File: config.mk
export PLATFORM = sky130hd
export DESIGN_NAME = mips_mc_ctrl
export DESIGN_NICKNAME = d
export VERILOG_FILES = /design/src/rtl/mips_mc_ctrl.sv
export SDC_FILE = /design/constraint.sdc
export NUM_CORES = 1
export LEC_CHECK = 0
export BUFFER_PORTS_ARGS = -buffer_cell sky130_fd_sc_hd__buf_2
export CAP_MARGIN = 20
export CORE_MARGIN = 1.5
export CORE_UTILIZATION = 30
export DETAILED_ROUTE_END_ITERATION = 8
export GPL_ROUTABILITY_DRIVEN = 0
export REMOVE_ABC_BUFFERS = 1
export SLEW_MARGIN = 40
export SYNTH_ARGS = -nofsm -noshare
export SYNTH_HDL_FRONTEND = slang
export SYNTH_SLANG_ARGS = --single-unit
File: constraint.sdc
create_clock -name clk -period 5.25 [get_ports clk]
set_clock_uncertainty 0.05 [all_clocks]
set_input_delay 0.7875 -clock clk [delete_from_list [all_inputs] [get_ports clk]]
set_output_delay 0.7875 -clock clk [all_outputs]
set_load 0.005 [all_outputs]
File: src/rtl/mips_mc_ctrl.sv
// mips_mc_ctrl: multi-cycle MIPS control FSM.
// Steps each instruction through FETCH, DECODE, EXEC, MEM and WB, drives the
// shared-ALU datapath and a unified memory over a req/ready handshake.
// Unsupported encodings and memory stalls that last too long stop the
// controller in TRAP until reset. Retired instructions are counted in instret.
// Control outputs are combinational from state and the IR fields. While reset
// is held low they are forced to their reset values.
module mips_mc_ctrl #(
  parameter int CNT_W       = 32,
  parameter int MEM_TIMEOUT = 16
) (
  input  logic             clk,
  input  logic             reset,
  input  logic [5:0]       op,
  input  logic [5:0]       func,
  input  logic             zero,
  input  logic             mem_ready,
  output logic             pc_write,
  output logic             ir_write,
  output logic             reg_write,
  output logic [1:0]       reg_dst,
  output logic [1:0]       wb_sel,
  output logic             alu_src_a,
  output logic [1:0]       alu_src_b,
  output logic [3:0]       alu_ctr,
  output logic [1:0]       ext_ctr,
  output logic [1:0]       npc_sel,
  output logic             mem_req,
  output logic             mem_we,
  output logic             trap,
  output logic [1:0]       cause,
  output logic [CNT_W-1:0] instret
);

  localparam int TMO_W = $clog2(MEM_TIMEOUT + 1);

  typedef enum logic [2:0] {
    S_FETCH  = 3'd0,
    S_DECODE = 3'd1,
    S_EXEC   = 3'd2,
    S_MEM    = 3'd3,
    S_WB     = 3'd4,
    S_TRAP   = 3'd5
  } state_t;

  typedef enum logic [3:0] {
    C_ILL  = 4'd0,
    C_RALU = 4'd1,
    C_JR   = 4'd2,
    C_ORI  = 4'd3,
    C_LUI  = 4'd4,
    C_LW   = 4'd5,
    C_SW   = 4'd6,
    C_BEQ  = 4'd7,
    C_J    = 4'd8,
    C_JAL  = 4'd9
  } iclass_t;

  localparam logic [3:0] ALU_ADD  = 4'b0000;
  localparam logic [3:0] ALU_SUB  = 4'b0001;
  localparam logic [3:0] ALU_OR   = 4'b0010;
  localparam logic [3:0] ALU_AND  = 4'b0011;
  localparam logic [3:0] ALU_SLT  = 4'b0100;
  localparam logic [3:0] ALU_PASS = 4'b0101;

  localparam logic [1:0] CAUSE_ILL = 2'b01;
  localparam logic [1:0] CAUSE_TMO = 2'b10;

  // Classify the instruction held in IR. Anything not listed is illegal.
  function automatic iclass_t decode_class(input logic [5:0] o, input logic [5:0] f);
    iclass_t c;
    c = C_ILL;
    case (o)
      6'b000000: begin
        case (f)
          6'b100001, 6'b100011, 6'b100100,
          6'b100101, 6'b101010: c = C_RALU;
          6'b001000:            c = C_JR;
          default:              c = C_ILL;
        endcase
      end
      6'b001101: c = C_ORI;
      6'b001111: c = C_LUI;
      6'b100011: c = C_LW;
      6'b101011: c = C_SW;
      6'b000100: c = C_BEQ;
      6'b000010: c = C_J;
      6'b000011: c = C_JAL;
      default:   c = C_ILL;
    endcase
    return c;
  endfunction

  // ALU operation for the supported R-type ALU functions.
  function automatic logic [3:0] r_alu_op(input logic [5:0] f);
    logic [3:0] a;
    case (f)
      6'b100001: a = ALU_ADD;
      6'b100011: a = ALU_SUB;
      6'b100100: a = ALU_AND;
      6'b100101: a = ALU_OR;
      6'b101010: a = ALU_SLT;
      default:   a = ALU_ADD;
    endcase
    return a;
  endfunction

  state_t           state;
  state_t           next_state;
  iclass_t          iclass;
  logic [TMO_W-1:0] tmo_cnt;
  logic [1:0]       cause_reg;
  logic             retire;
  logic             set_ill;
  logic             set_tmo;
  logic             mem_wait;
  logic             tmo_last;
  logic             mem_entry;

  // IR is stable from DECODE onward, so the class can be decoded every cycle.
  assign iclass = decode_class(op, func);

  // A memory-facing state that is still waiting for its acknowledge.
  assign mem_wait  = ((state == S_FETCH) || (state == S_MEM)) && !mem_ready;
  // One more unacknowledged cycle reaches the timeout limit.
  assign tmo_last  = mem_wait && (tmo_cnt >= TMO_W'(MEM_TIMEOUT - 1));
  // Entering a memory-facing state restarts the wait budget.
  assign mem_entry = (next_state != state) &&
                     ((next_state == S_FETCH) || (next_state == S_MEM));

  assign cause = cause_reg;

  // State register.
  always_ff @(posedge clk or negedge reset) begin
    if (!reset) begin
      state <= S_FETCH;
    end else begin
      state <= next_state;
    end
  end

  // Next-state, retire and trap-cause selection.
  always_comb begin
    next_state = state;
    retire     = 1'b0;
    set_ill    = 1'b0;
    set_tmo    = 1'b0;
    case (state)
      S_FETCH: begin
        if (mem_ready) begin
          next_state = S_DECODE;
        end else if (tmo_last) begin
          next_state = S_TRAP;
          set_tmo    = 1'b1;
        end else begin
          next_state = S_FETCH;
        end
      end
      S_DECODE: begin
        if (iclass == C_ILL) begin
          next_state = S_TRAP;
          set_ill    = 1'b1;
        end else begin
          next_state = S_EXEC;
        end
      end
      S_EXEC: begin
        case (iclass)
          C_RALU, C_ORI, C_LUI: next_state = S_WB;
          C_LW, C_SW:           next_state = S_MEM;
          C_BEQ, C_J, C_JAL, C_JR: begin
            next_state = S_FETCH;
            retire     = 1'b1;
          end
          default: begin
            next_state = S_TRAP;
            set_ill    = 1'b1;
          end
        endcase
      end
      S_MEM: begin
        if (mem_ready) begin
          if (iclass == C_LW) begin
            next_state = S_WB;
          end else begin
            next_state = S_FETCH;
            retire     = 1'b1;
          end
        end else if (tmo_last) begin
          next_state = S_TRAP;
          set_tmo    = 1'b1;
        end else begin
          next_state = S_MEM;
        end
      end
      S_WB: begin
        next_state = S_FETCH;
        retire     = 1'b1;
      end
      S_TRAP: begin
        next_state = S_TRAP;
      end
      default: begin
        next_state = S_TRAP;
        set_ill    = 1'b1;
      end
    endcase
  end

  // Datapath control outputs for the current state.
  always_comb begin
    pc_write  = 1'b0;
    ir_write  = 1'b0;
    reg_write = 1'b0;
    reg_dst   = 2'b00;
    wb_sel    = 2'b00;
    alu_src_a = 1'b0;
    alu_src_b = 2'b00;
    alu_ctr   = ALU_ADD;
    ext_ctr   = 2'b00;
    npc_sel   = 2'b00;
    mem_req   = 1'b0;
    mem_we    = 1'b0;
    trap      = 1'b0;
    if (!reset) begin
      trap = 1'b0;
    end else begin
      case (state)
        S_FETCH: begin
          mem_req   = 1'b1;
          alu_src_b = 2'b01;
          if (mem_ready) begin
            ir_write = 1'b1;
            pc_write = 1'b1;
          end else begin
            ir_write = 1'b0;
            pc_write = 1'b0;
          end
        end
        S_DECODE: begin
          alu_src_b = 2'b11;
          ext_ctr   = 2'b01;
        end
        S_EXEC: begin
          case (iclass)
            C_RALU: begin
              alu_src_a = 1'b1;
              alu_ctr   = r_alu_op(func);
            end
            C_ORI: begin
              alu_src_b = 2'b10;
              alu_ctr   = ALU_OR;
            end
            C_LUI: begin
              alu_src_b = 2'b10;
              ext_ctr   = 2'b10;
              alu_ctr   = ALU_PASS;
            end
            C_LW, C_SW: begin
              alu_src_a = 1'b1;
              alu_src_b = 2'b10;
              ext_ctr   = 2'b01;
            end
            C_BEQ: begin
              alu_src_a = 1'b1;
              alu_ctr   = ALU_SUB;
              npc_sel   = 2'b01;
              pc_write  = zero;
            end
            C_J: begin
              npc_sel  = 2'b10;
              pc_write = 1'b1;
            end
            C_JAL: begin
              npc_sel   = 2'b10;
              pc_write  = 1'b1;
              reg_write = 1'b1;
              reg_dst   = 2'b10;
              wb_sel    = 2'b10;
            end
            C_JR: begin
              npc_sel  = 2'b11;
              pc_write = 1'b1;
            end
            default: begin
              pc_write = 1'b0;
            end
          endcase
        end
        S_MEM: begin
          mem_req = 1'b1;
          mem_we  = (iclass == C_SW);
        end
        S_WB: begin
          reg_write = 1'b1;
          case (iclass)
            C_RALU:  reg_dst = 2'b01;
            C_LW:    wb_sel  = 2'b01;
            default: reg_dst = 2'b00;
          endcase
        end
        S_TRAP: begin
          trap = 1'b1;
        end
        default: begin
          trap = 1'b0;
        end
      endcase
    end
  end

  // Memory wait counter: restarts on entry to FETCH/MEM or any acknowledge.
  always_ff @(posedge clk or negedge reset) begin
    if (!reset) begin
      tmo_cnt <= '0;
    end else if (mem_ready || mem_entry) begin
      tmo_cnt <= '0;
    end else if (mem_wait) begin
      tmo_cnt <= tmo_cnt + TMO_W'(1);
    end else begin
      tmo_cnt <= tmo_cnt;
    end
  end

  // Trap cause: captured on the cycle the controller halts, then held.
  always_ff @(posedge clk or negedge reset) begin
    if (!reset) begin
      cause_reg <= 2'b00;
    end else if (set_ill) begin
      cause_reg <= CAUSE_ILL;
    end else if (set_tmo) begin
      cause_reg <= CAUSE_TMO;
    end else begin
      cause_reg <= cause_reg;
    end
  end

  // Retired-instruction counter; wraps naturally at its width.
  always_ff @(posedge clk or negedge reset) begin
    if (!reset) begin
      instret <= '0;
    end else if (retire) begin
      instret <= instret + CNT_W'(1);
    end else begin
      instret <= instret;
    end
  end

endmodule

==> metrics.yaml <==
outcome:
  status: "finished, final reports clean"
worst_setup_path:
  arrival_ns: 2.48
  reg2reg_depth: 7
  timing.critical_path.slowest_cell_delay_ns: 0.40
  cpLargestDelayFamily: "simple AND/OR/NAND/NOR gates"
  crit_path_cell_trace: "buf_2 -> nor4_4 -> nand3_2 -> a21oi_2 -> nor2_1 -> nor3_1 -> a21oi_1 -> nor3b_1 -> buf_2"
  crit_start: "op[3]"
  setup.worst_path.start_class: "input port"
  critical_path.max_fanout: 8
  worstPathRequired_ns: 4.41
  slowest_stage: "sky130_fd_sc_hd__nor4_4"
  worst-setup-path-type: "in2out"
  critical_path_depth: 9
  worst_path_most_repeated_cell: "sky130_fd_sc_hd__buf_2"
  r2r-start: "state[2]"
  worst_setup_path_end_kind: "output pin"
  critical_path.n_buffers_inverters: 2
global_routing:
  antenna_found_initial: 0
  grt_use_total: 0.139
  grt_pass1_wl_mm: 11.2
  grt-ovfl-total: 0
  grt_max_degree: 33
  first_global_vias: 2346
pwr:
  pwr-share-clk: 0.237
  combinational_share_of_power: 0.300
  p_seq_frac: 0.463
  p_leak_nw: 1.60
  max-vdd-ir-drop_mv: 0.142
  switching_share: 0.356
  p_int_mw: 0.562
  cellPowerDensity_nw_per_um2: 272
  switching_power_mw: 0.311
clock_tree:
  cts.repair.resized: 0
  clkSinkCount: 42
  cts.hold.buffers_added: 0
  htree_levels: 2
  clk_transition_reported_paths_ns: 0.08
  cts.path.max_buffers: 2
  cts-root-buf: "sky130_fd_sc_hd__clkbuf_8"
  cts.repair_timing.setup_buffer_count: 0
  tritoncts.num_buffers: 5
  tritoncts: "built"
  insertion_delay_ns: 0.29
finish:
  fillerInstances: 892
  top_register: "instret"
  largest_register_ff_count: 32
  areaGrowthSynthToFinish_pct: 18.3
  reg.largest.list: "instret x32, tmo_cnt x5, state x3"
  drive_gt1_frac: 0.247
  insertedDiodeCount: 0
  utilization: 0.368
  layout.nets: 386
synthesis:
  yosys.area.top_type_share: 0.388
  post_synth_most_frequent_cells: "sky130_fd_sc_hd__dfrtp_1, sky130_fd_sc_hd__nor2_1, sky130_fd_sc_hd__nand2_1"
  postSynthAreaPerCell_um2: 8.89
  synth_warnings: 0
  netlist_top_cells_area: "sky130_fd_sc_hd__dfrtp_1, sky130_fd_sc_hd__xnor2_1, sky130_fd_sc_hd__nor2_1"
  yosysMostFrequentCell: "sky130_fd_sc_hd__dfrtp_1"
  dominantRegCellSynth: "sky130_fd_sc_hd__dfrtp_1"
  asyncSetResetFlopFracSynth: 1.00
  yosysUniqueCellTypes: 56
  syn_inst: 305
  syn_std_cell_area_um2: 2710
  synth_seq_cells: 42
  edff_count_synth: 0
  yosysSeqAreaShare: 0.388
  synthDominantAreaCellType: "sky130_fd_sc_hd__dfrtp_1"
route:
  route.antenna.remaining_nets: 0
  avgRoutedWirePerCell_um: 13.7
  violation_count_after_the_first_detailed_routing_iteration: 99
  detail_route.wirelength_mm: 6.52
  firstDrtPassIters: 4
  drc: 0
  via_density_per_instance: 5.07
  vias: 2412
floorplanning:
  dieHeight_um: 98.1
  initial_utilization: 0.311
  top_level_ports: 71
  die_w_um: 98.1
  dieArea_um2: 9620
  rows: 34
  core-area_um2: 8720
sta:
  totalNegativeSetupSlack_ns: 0
  finalHoldViolCount: 0
  period_minus_slack_ns: 3.32
  timing.max_slew.rel_slack: 0.498
  worst-slew-pin-transition_ns: 0.748
  final.setup.worst_slack_ns: 1.93
  timing.final.max_slew_violations: 0
  final-setup-viol-count: 0
  finalCritPeriodShare: 0.633
  rsz0062_at_grt: "no"
  max_freq_mhz: 301
placement:
  dp.final_hpwl_mm: 4.96
  place_ws_ns: 1.94
  io_buffer_count: 69
hold_path:
  hold_path_class: "in2async"
flow_run:
  cap_viol_max_count: 0
cells by family after synthesis:
kind of cell	Yosys count	share of synthesized area
adders and majority gates	3	0.0138
other	1	0.00138
xor gates and xnor gates	34	0.110
and+or+nand+nor	161	0.334
DFF	42	0.388
AOI/OAI and AO/OA	42	0.112
muxes	1	0.00415
buffers and inverters	21	0.0374
through the flow:
| step | cells | hold slack, ns | power (mW) | instance area [um^2] |
|---|---|---|---|---|
| 2_1_floorplan | 290 | 0.415 | 0.573 | 2630 |
| 4_1_cts | 476 | 0.367 | 0.886 | 3210 |
| 3_3_place_gp | 468 | 0.404 | 0.669 | 3120 |
| 5_1_grt | 476 | 0.369 | 0.934 | 3210 |
| 6_report | 476 | 0.364 | 0.873 | 3210 |
| 3_5_place_dp | 468 | 0.416 | 0.673 | 3120 |
metal layers:
layer  GRT usage  vias to the layer above  part of all wire
met2       0.219                       62              0.45
li1            -                     1192                 -
met4      0.0363                        0            0.0058
met1       0.186                     1153              0.47
met5           0                        -                 0
met3      0.0429                        5             0.074
cell type report:
cell class                      count  area [um^2]  area share
Multi-Input combinational cell    242         1560       0.486
Sequential cell                    42         1050       0.328
Clock inverter                      2         13.8     0.00429
Tap cell                          108          135      0.0421
Clock buffer                        6         72.6      0.0226
Inverter                            6         22.5     0.00702
Timing Repair Buffer               70          353       0.110
final timing paths:
path	endpoint	slack [ns]
setup / recovery	reg_write	1.93
hold / removal	state[2]	0.36
setup reg to reg	instret[8]	2.59
hold reg to reg	instret[31]	0.42
max in group asynchronous	instret[0]	4.04
min in group clk	instret[31]	0.42
cells in the final DEF, fill, tap and decap left out, types with 2 or more instances in the layout:
cell,Yosys,layout
sky130_fd_sc_hd__buf_2,5,69
sky130_fd_sc_hd__dfrtp_1,42,42
sky130_fd_sc_hd__nor2_1,35,35
sky130_fd_sc_hd__nand2_1,28,28
sky130_fd_sc_hd__xnor2_1,20,20
sky130_fd_sc_hd__nand3_1,18,18
sky130_fd_sc_hd__and3_1,17,17
sky130_fd_sc_hd__xor2_1,14,14
sky130_fd_sc_hd__a21oi_1,12,12
sky130_fd_sc_hd__nor3_1,11,11
sky130_fd_sc_hd__o21ai_0,8,8
sky130_fd_sc_hd__nand4_1,7,7
sky130_fd_sc_hd__inv_1,6,6
sky130_fd_sc_hd__nor2b_1,5,5
sky130_fd_sc_hd__a21o_1,5,5
sky130_fd_sc_hd__clkbuf_8,0,5
sky130_fd_sc_hd__nor3b_1,4,4
sky130_fd_sc_hd__or3_1,4,4
sky130_fd_sc_hd__nand2b_1,4,4
sky130_fd_sc_hd__nand3b_1,4,4
sky130_fd_sc_hd__and4_1,4,4
sky130_fd_sc_hd__or2_1,3,3
sky130_fd_sc_hd__and2_1,3,3
sky130_fd_sc_hd__ha_1,3,3
sky130_fd_sc_hd__nand3_2,2,2
sky130_fd_sc_hd__o31ai_2,2,2
sky130_fd_sc_hd__o21ai_1,2,2
sky130_fd_sc_hd__a22oi_1,2,2
sky130_fd_sc_hd__a211o_1,2,2
power by group through the flow:
stage	clock network (mW)	registers (mW)	logic (mW)
CTS	0.218	0.404	0.264
floorplan	0	0.402	0.171
global placement	0	0.411	0.258
global route	0.232	0.412	0.290
detailed placement	0	0.411	0.262
finish	0.207	0.404	0.262
(Power assumes the default switching activity.)
